$ cat config.mk
export PLATFORM = sky130hd
export DESIGN_NAME = mul_table_writer
export DESIGN_NICKNAME = d
export VERILOG_FILES = /design/src/rtl/mul_table_pkg.sv /design/src/rtl/mul_table_writer_shift_add_mul.sv /design/src/rtl/mul_table_writer.sv
export SDC_FILE = /design/constraint.sdc
export NUM_CORES = 1
export LEC_CHECK = 0
export ABC_AREA = 0
export CAP_MARGIN = 15
export CORE_MARGIN = 5
export CORE_UTILIZATION = 39
export DETAILED_ROUTE_END_ITERATION = 16
export GPL_TIMING_DRIVEN = 0
export PLACE_DENSITY_LB_ADDON = 0.05
export SETUP_SLACK_MARGIN = 0.02
export SYNTH_ARGS = -nofsm -noshare
export SYNTH_HDL_FRONTEND = slang
export SYNTH_HIERARCHICAL = 1
export SYNTH_SLANG_ARGS = --single-unit
$ cat constraint.sdc
create_clock -name clk -period 2.3 [get_ports clk]
set_input_delay 0.575 -clock clk [delete_from_list [all_inputs] [get_ports clk]]
set_output_delay 0.575 -clock clk [all_outputs]
set_load 0.01 [all_outputs]
$ cat src/rtl/mul_table_pkg.sv
// Shared types and defaults for the multiplication-table writer and its multiplier.
package mul_table_pkg;

    localparam int unsigned DEF_W = 4;

    typedef enum logic [2:0] {
        IDLE  = 3'd0,
        LOAD  = 3'd1,
        MUL   = 3'd2,
        WRITE = 3'd3,
        DONE  = 3'd4
    } state_t;

    // Bit-counter width able to count 0..w-1, never narrower than one bit.
    function automatic int unsigned cnt_width(input int unsigned w);
        return (w > 1) ? $clog2(w) : 1;
    endfunction

endpackage

$ cat src/rtl/mul_table_writer_shift_add_mul.sv
// Sequential unsigned shift-add multiplier: loads on go, then takes exactly W step cycles.
module shift_add_mul
    import mul_table_pkg::*;
#(
    parameter int unsigned W = DEF_W
) (
    input  logic             clk,
    input  logic             reset,
    input  logic             go,
    input  logic [W-1:0]     a,
    input  logic [W-1:0]     b,
    output logic             rdy,
    output logic [2*W-1:0]   product
);

    localparam int unsigned      P_W      = 2 * W;
    localparam int unsigned      CNT_W    = cnt_width(W);
    localparam logic [CNT_W-1:0] LAST_BIT = CNT_W'(W - 1);

    logic [P_W-1:0]   mcand;
    logic [P_W-1:0]   acc;
    logic [W-1:0]     mplier;
    logic [CNT_W-1:0] bitcnt;
    logic             active;

    // One multiplier bit per cycle; the last step is flagged by rdy while it happens.
    always_ff @(posedge clk) begin
        if (reset) begin
            mcand  <= '0;
            acc    <= '0;
            mplier <= '0;
            bitcnt <= '0;
            active <= 1'b0;
        end else if (go) begin
            mcand  <= P_W'(a);
            acc    <= '0;
            mplier <= b;
            bitcnt <= '0;
            active <= 1'b1;
        end else if (active) begin
            if (mplier[0]) begin
                acc <= acc + mcand;
            end
            mcand  <= mcand << 1;
            mplier <= mplier >> 1;
            if (bitcnt == LAST_BIT) begin
                active <= 1'b0;
            end else begin
                bitcnt <= bitcnt + CNT_W'(1);
            end
        end
    end

    assign rdy     = active && (bitcnt == LAST_BIT);
    assign product = acc;

endmodule

$ cat src/rtl/mul_table_writer.sv
// Walks every {a,b} operand pair, multiplies with shift_add_mul and writes a*b at address {a,b}.
module mul_table_writer
    import mul_table_pkg::*;
#(
    parameter int unsigned W = DEF_W
) (
    input  logic              clk,
    input  logic              reset,
    input  logic              start,
    output logic              busy,
    output logic              done,
    output logic              we,
    input  logic              wr_ready,
    output logic [2*W-1:0]    addr,
    output logic [2*W-1:0]    wdata
);

    localparam int unsigned       ADDR_W     = 2 * W;
    localparam logic [ADDR_W-1:0] LAST_INDEX = '1;

    state_t            state;
    state_t            state_next;
    logic [ADDR_W-1:0] index;
    logic              mul_go;
    logic              mul_rdy;
    logic [ADDR_W-1:0] product;

    shift_add_mul #(
        .W(W)
    ) u_mul (
        .clk    (clk),
        .reset  (reset),
        .go     (mul_go),
        .a      (index[ADDR_W-1:W]),
        .b      (index[W-1:0]),
        .rdy    (mul_rdy),
        .product(product)
    );

    // State register.
    always_ff @(posedge clk) begin
        if (reset) begin
            state <= IDLE;
        end else begin
            state <= state_next;
        end
    end

    // Next-state logic.
    always_comb begin
        state_next = state;
        case (state)
            IDLE:    if (start) state_next = LOAD;
            LOAD:    state_next = MUL;
            MUL:     if (mul_rdy) state_next = WRITE;
            WRITE: begin
                if (wr_ready) begin
                    state_next = (index == LAST_INDEX) ? DONE : LOAD;
                end
            end
            DONE:    state_next = IDLE;
            default: state_next = IDLE;
        endcase
    end

    // Entry index only advances on an accepted write; it returns to zero through DONE.
    always_ff @(posedge clk) begin
        if (reset) begin
            index <= '0;
        end else if (state == DONE || (state == IDLE && start)) begin
            index <= '0;
        end else if (state == WRITE && wr_ready && index != LAST_INDEX) begin
            index <= index + ADDR_W'(1);
        end
    end

    // Outputs decoded from registered state only; addr/wdata are stable while WRITE stalls.
    always_comb begin
        busy   = 1'b0;
        done   = 1'b0;
        we     = 1'b0;
        mul_go = 1'b0;
        addr   = index;
        wdata  = product;
        case (state)
            LOAD: begin
                busy   = 1'b1;
                mul_go = 1'b1;
            end
            MUL:     busy = 1'b1;
            WRITE: begin
                busy = 1'b1;
                we   = 1'b1;
            end
            DONE:    done = 1'b1;
            default: ;
        endcase
    end

endmodule

==> results.py <==
metrics = {
    "floorplanning": {
        "io_pins": 23,
        "die_w_um": 80.2,
        "die_height_um": 80.2,
        "initial_core_util_pct": 40.5,
        "core_um2": 4750,
        "rows": 25,
        "dieArea_um2": 6440,
    },
    "final_layout": {
        "final_area_um2": 2310,
        "drive_gt1_share_pct": 13.1,
        "layout.filler_cells": 494,
        "layout_commonest_cell": "dfxtp_1",
        "final_cells": 312,
        "diodes": 0,
        "final_cell_mix": "dfxtp_1, nor2_1, clkdlybuf4s50_1",
        "area_growth_syn_to_layout_pct": 20.3,
        "nets": 259,
        "final_core_util_pct": 48.7,
    },
    "setup_path": {
        "path_class": "reg2out",
        "crit_slowest_cell": "clkdlybuf4s50_1",
        "crit_arrival_ps": 1580,
        "end_kind": "primary output",
        "r2r_cells": 8,
        "crit_required_ps": 1730,
        "cp_top_family": "buffers and inverters",
        "path_depth": 4,
        "cp-start-kind": "flop",
        "cp_num_buf_inv": 2,
        "cp_cell_sequence": "buf_4 -> nor2_4 -> and2_2 -> clkdlybuf4s50_1",
        "worst-path-max-fanout": 9,
        "cpPeakStageDelay_ps": 520,
    },
    "logic_synthesis": {
        "syn_avg_cell_area_um2": 8.91,
        "ys_types": 55,
        "netlist.top_cell.by_area": "dfxtp_1",
        "yosys_warnings": 6,
        "synth_enable_flop_cells": 0,
        "synth_top_area_share_pct": 35.4,
        "synth_async_sr_flop_share_pct": 0,
        "synthCells": 216,
        "syn_area_um2": 1920,
        "ys_ff_latch": 34,
        "synth.area.top_cells": "dfxtp_1, mux2i_1, ha_1",
        "syn-num-nets": 230,
        "ys_seq_area_share_pct": 35.4,
        "ys.flop_type": "dfxtp_1",
    },
    "global_route": {
        "grt_pass1_vias": 1575,
        "grt_pass1_wl_um": 7120,
        "grt_max_degree": 11,
        "antenna_found_initial": 0,
        "grt_overflow_total": 0,
        "grtUsageTotal_pct": 14.2,
    },
    "clock_tree": {
        "cts_tree": "yes",
        "htree_levels": 2,
        "cts-root-buf": "clkbuf_8",
        "cts.sinks": 34,
        "clk_path_buf_depth": 2,
        "clkTransAtPathRegs_ps": 70,
        "hold_buffers": 0,
        "numCtsBuffers": 5,
        "worstSkewPairLatency_ps": 290,
    },
    "pwr": {
        "p_total_w": 0.00113,
        "netSwitchingPower_w": 0.000288,
        "combPwrFrac_pct": 10.2,
        "p_per_area_nw_per_um2": 489,
        "pwr-share-clk_pct": 37.0,
        "p_sw_share_pct": 25.4,
        "p_int_w": 0.000843,
        "p_leak_nw": 0.854,
        "pwr-share-seq_pct": 52.9,
        "ir_drop_mv": 0.235,
    },
    "sta": {
        "setup_slack_ps": 150,
        "relSlewSlack_pct": 66.4,
        "final.period_utilization_pct": 93.5,
        "worstMarginPinSlew_ps": 504,
        "hold_violations": 0,
        "period_needed_ps": 2150,
        "rsz0062_at_grt": "false",
        "fin_skew_ps": 6.72,
        "setup_viol": 0,
        "slew_viol_final": 0,
        "fmax_mhz": 465,
    },
    "routing": {
        "wl_um": 4250,
        "wl_met3_um": 111,
        "routedWlPerCell_um": 13.6,
        "post_drt_via_cell_ratio": 5.20,
        "drtIter0Drc": 58,
        "dr.max_layer_used": "met4",
        "first_pass_iters": 4,
        "drtAntennaViolNets": 0,
        "m1WireLength_um": 2060,
        "route.detailed.drc": 0,
        "wl_met2_um": 2010,
        "route.vias.total": 1621,
    },
    "placement": {
        "port_buffers": 22,
        "dpl_cell_area_um2": 2230,
        "gp_routability_congestion": 0.757,
        "dp_slack_ps": -9.33,
        "dp_hpwl_um": 3120,
        "dpl.cell_count": 305,
    },
    "status": {
        "run_status": "complete, no violations",
    },
    "hold_path": {
        "min_delay_path_depth": 2,
        "hp-class": "reg2reg",
    },
    "run": {
        "drv_cap": 0,
    },
}
==> timing repair <==
action / CTS / global route
setup endpoints to repair: 1 / 1
setup buffers: 0 / 0
endpoints found under the hold margin: 0 / 0
cloned: 0 / 0
resized for setup: 1 / 1
==> flip-flops by register name, indices dropped and copies added (netlist names) <==
| signal | flops |
|---|---|
| u_mul/mcand | 8 |
| addr | 8 |
| state | 3 |
| u_mul/active | 1 |
| u_mul/bitcnt | 2 |
| u_mul/mplier | 4 |
| u_mul/product | 8 |
==> worst paths after layout <==
path | start | slack (ps) | endpoint
setup / recovery | state[1] | 150 | done
hold / removal | u_mul/product[3] | 470 | u_mul/product[3]
setup reg to reg | u_mul/mcand[0] | 330 | u_mul/product[6]
hold reg to reg | u_mul/product[3] | 470 | u_mul/product[3]
==> power by group through the flow <==
stage / Clock [W] / Sequential (W) / Combinational, W
finish: 0.000418 / 0.000598 / 0.000115
global route: 0.000460 / 0.000599 / 0.000128
CTS: 0.000442 / 0.000598 / 0.000115
detailed placement: 0 / 0.000611 / 0.000113
global placement: 0 / 0.000611 / 0.000114
floorplan: 0 / 0.000611 / 0.0000791
==> logic make-up after synthesis <==
| group | Yosys count | share of synthesized area (%) |
|---|---|---|
| xor+xnor | 2 | 0.910 |
| buf+inv | 18 | 4.94 |
| flops | 34 | 35.4 |
| mux | 15 | 7.87 |
| simple gates | 87 | 26.1 |
| compound gates | 50 | 17.9 |
| fa+ha+maj | 10 | 6.89 |
==> synthesized netlist by cell type (2+ instances only) <==
cell,n
buf_2,4
nand3_1,3
dfxtp_1,34
a211oi_1,5
xnor2_1,2
a21oi_1,17
buf_6,2
o211ai_1,6
o21a_1,3
or2_2,2
nor3b_1,5
mux2i_1,14
a31oi_1,3
o21ai_0,2
and2_1,4
and4_1,2
buf_4,2
o31ai_1,2
ha_1,9
nor4_1,4
and3_1,3
a211o_1,2
nor2_1,29
nor3_1,7
inv_1,7
and2b_2,2
nand2_1,11
clkbuf_1,3
==> final cells by class <==
| class | instances | area [um2] | area share [%] |
|---|---|---|---|
| multi-input cells | 164 | 1160 | 49.9 |
| flip-flops and latches | 34 | 681 | 29.4 |
| repair buffers | 22 | 220 | 9.51 |
| well taps | 67 | 83.8 | 3.62 |
| clock buffers | 5 | 68.8 | 2.97 |
| plain buffers | 11 | 68.8 | 2.97 |
| inverters | 7 | 26.3 | 1.14 |
| clock inverters | 2 | 10.0 | 0.432 |
==> worst register-to-register path, cell delays in order, from the launching register on <==
cell	delay [ps]
dfxtp_1	360
ha_1	190
inv_1	70
fa_1	390
and2b_2	240
o21ai_1	60
a21boi_0	330
o21a_1	160
o211ai_1	80
==> stage by stage <==
| step | hold WS (ps) | setup TNS (ps) |
|---|---|---|
| after detailed placement | 465 | -9.33 |
| after floorplan | 465 | 0 |
| after global routing | 505 | 0 |
| after CTS | 475 | 0 |
| final | 475 | 0 |
| after global placement | 464 | 0 |
==> metal layers <==
metal  track usage (%)  up-vias
met1              17.2      738
met4              4.56        0
met2              24.2       24
met5                 0        -
li1                  -      851
met3              3.70        8
Power figures use the tool's default switching activity.
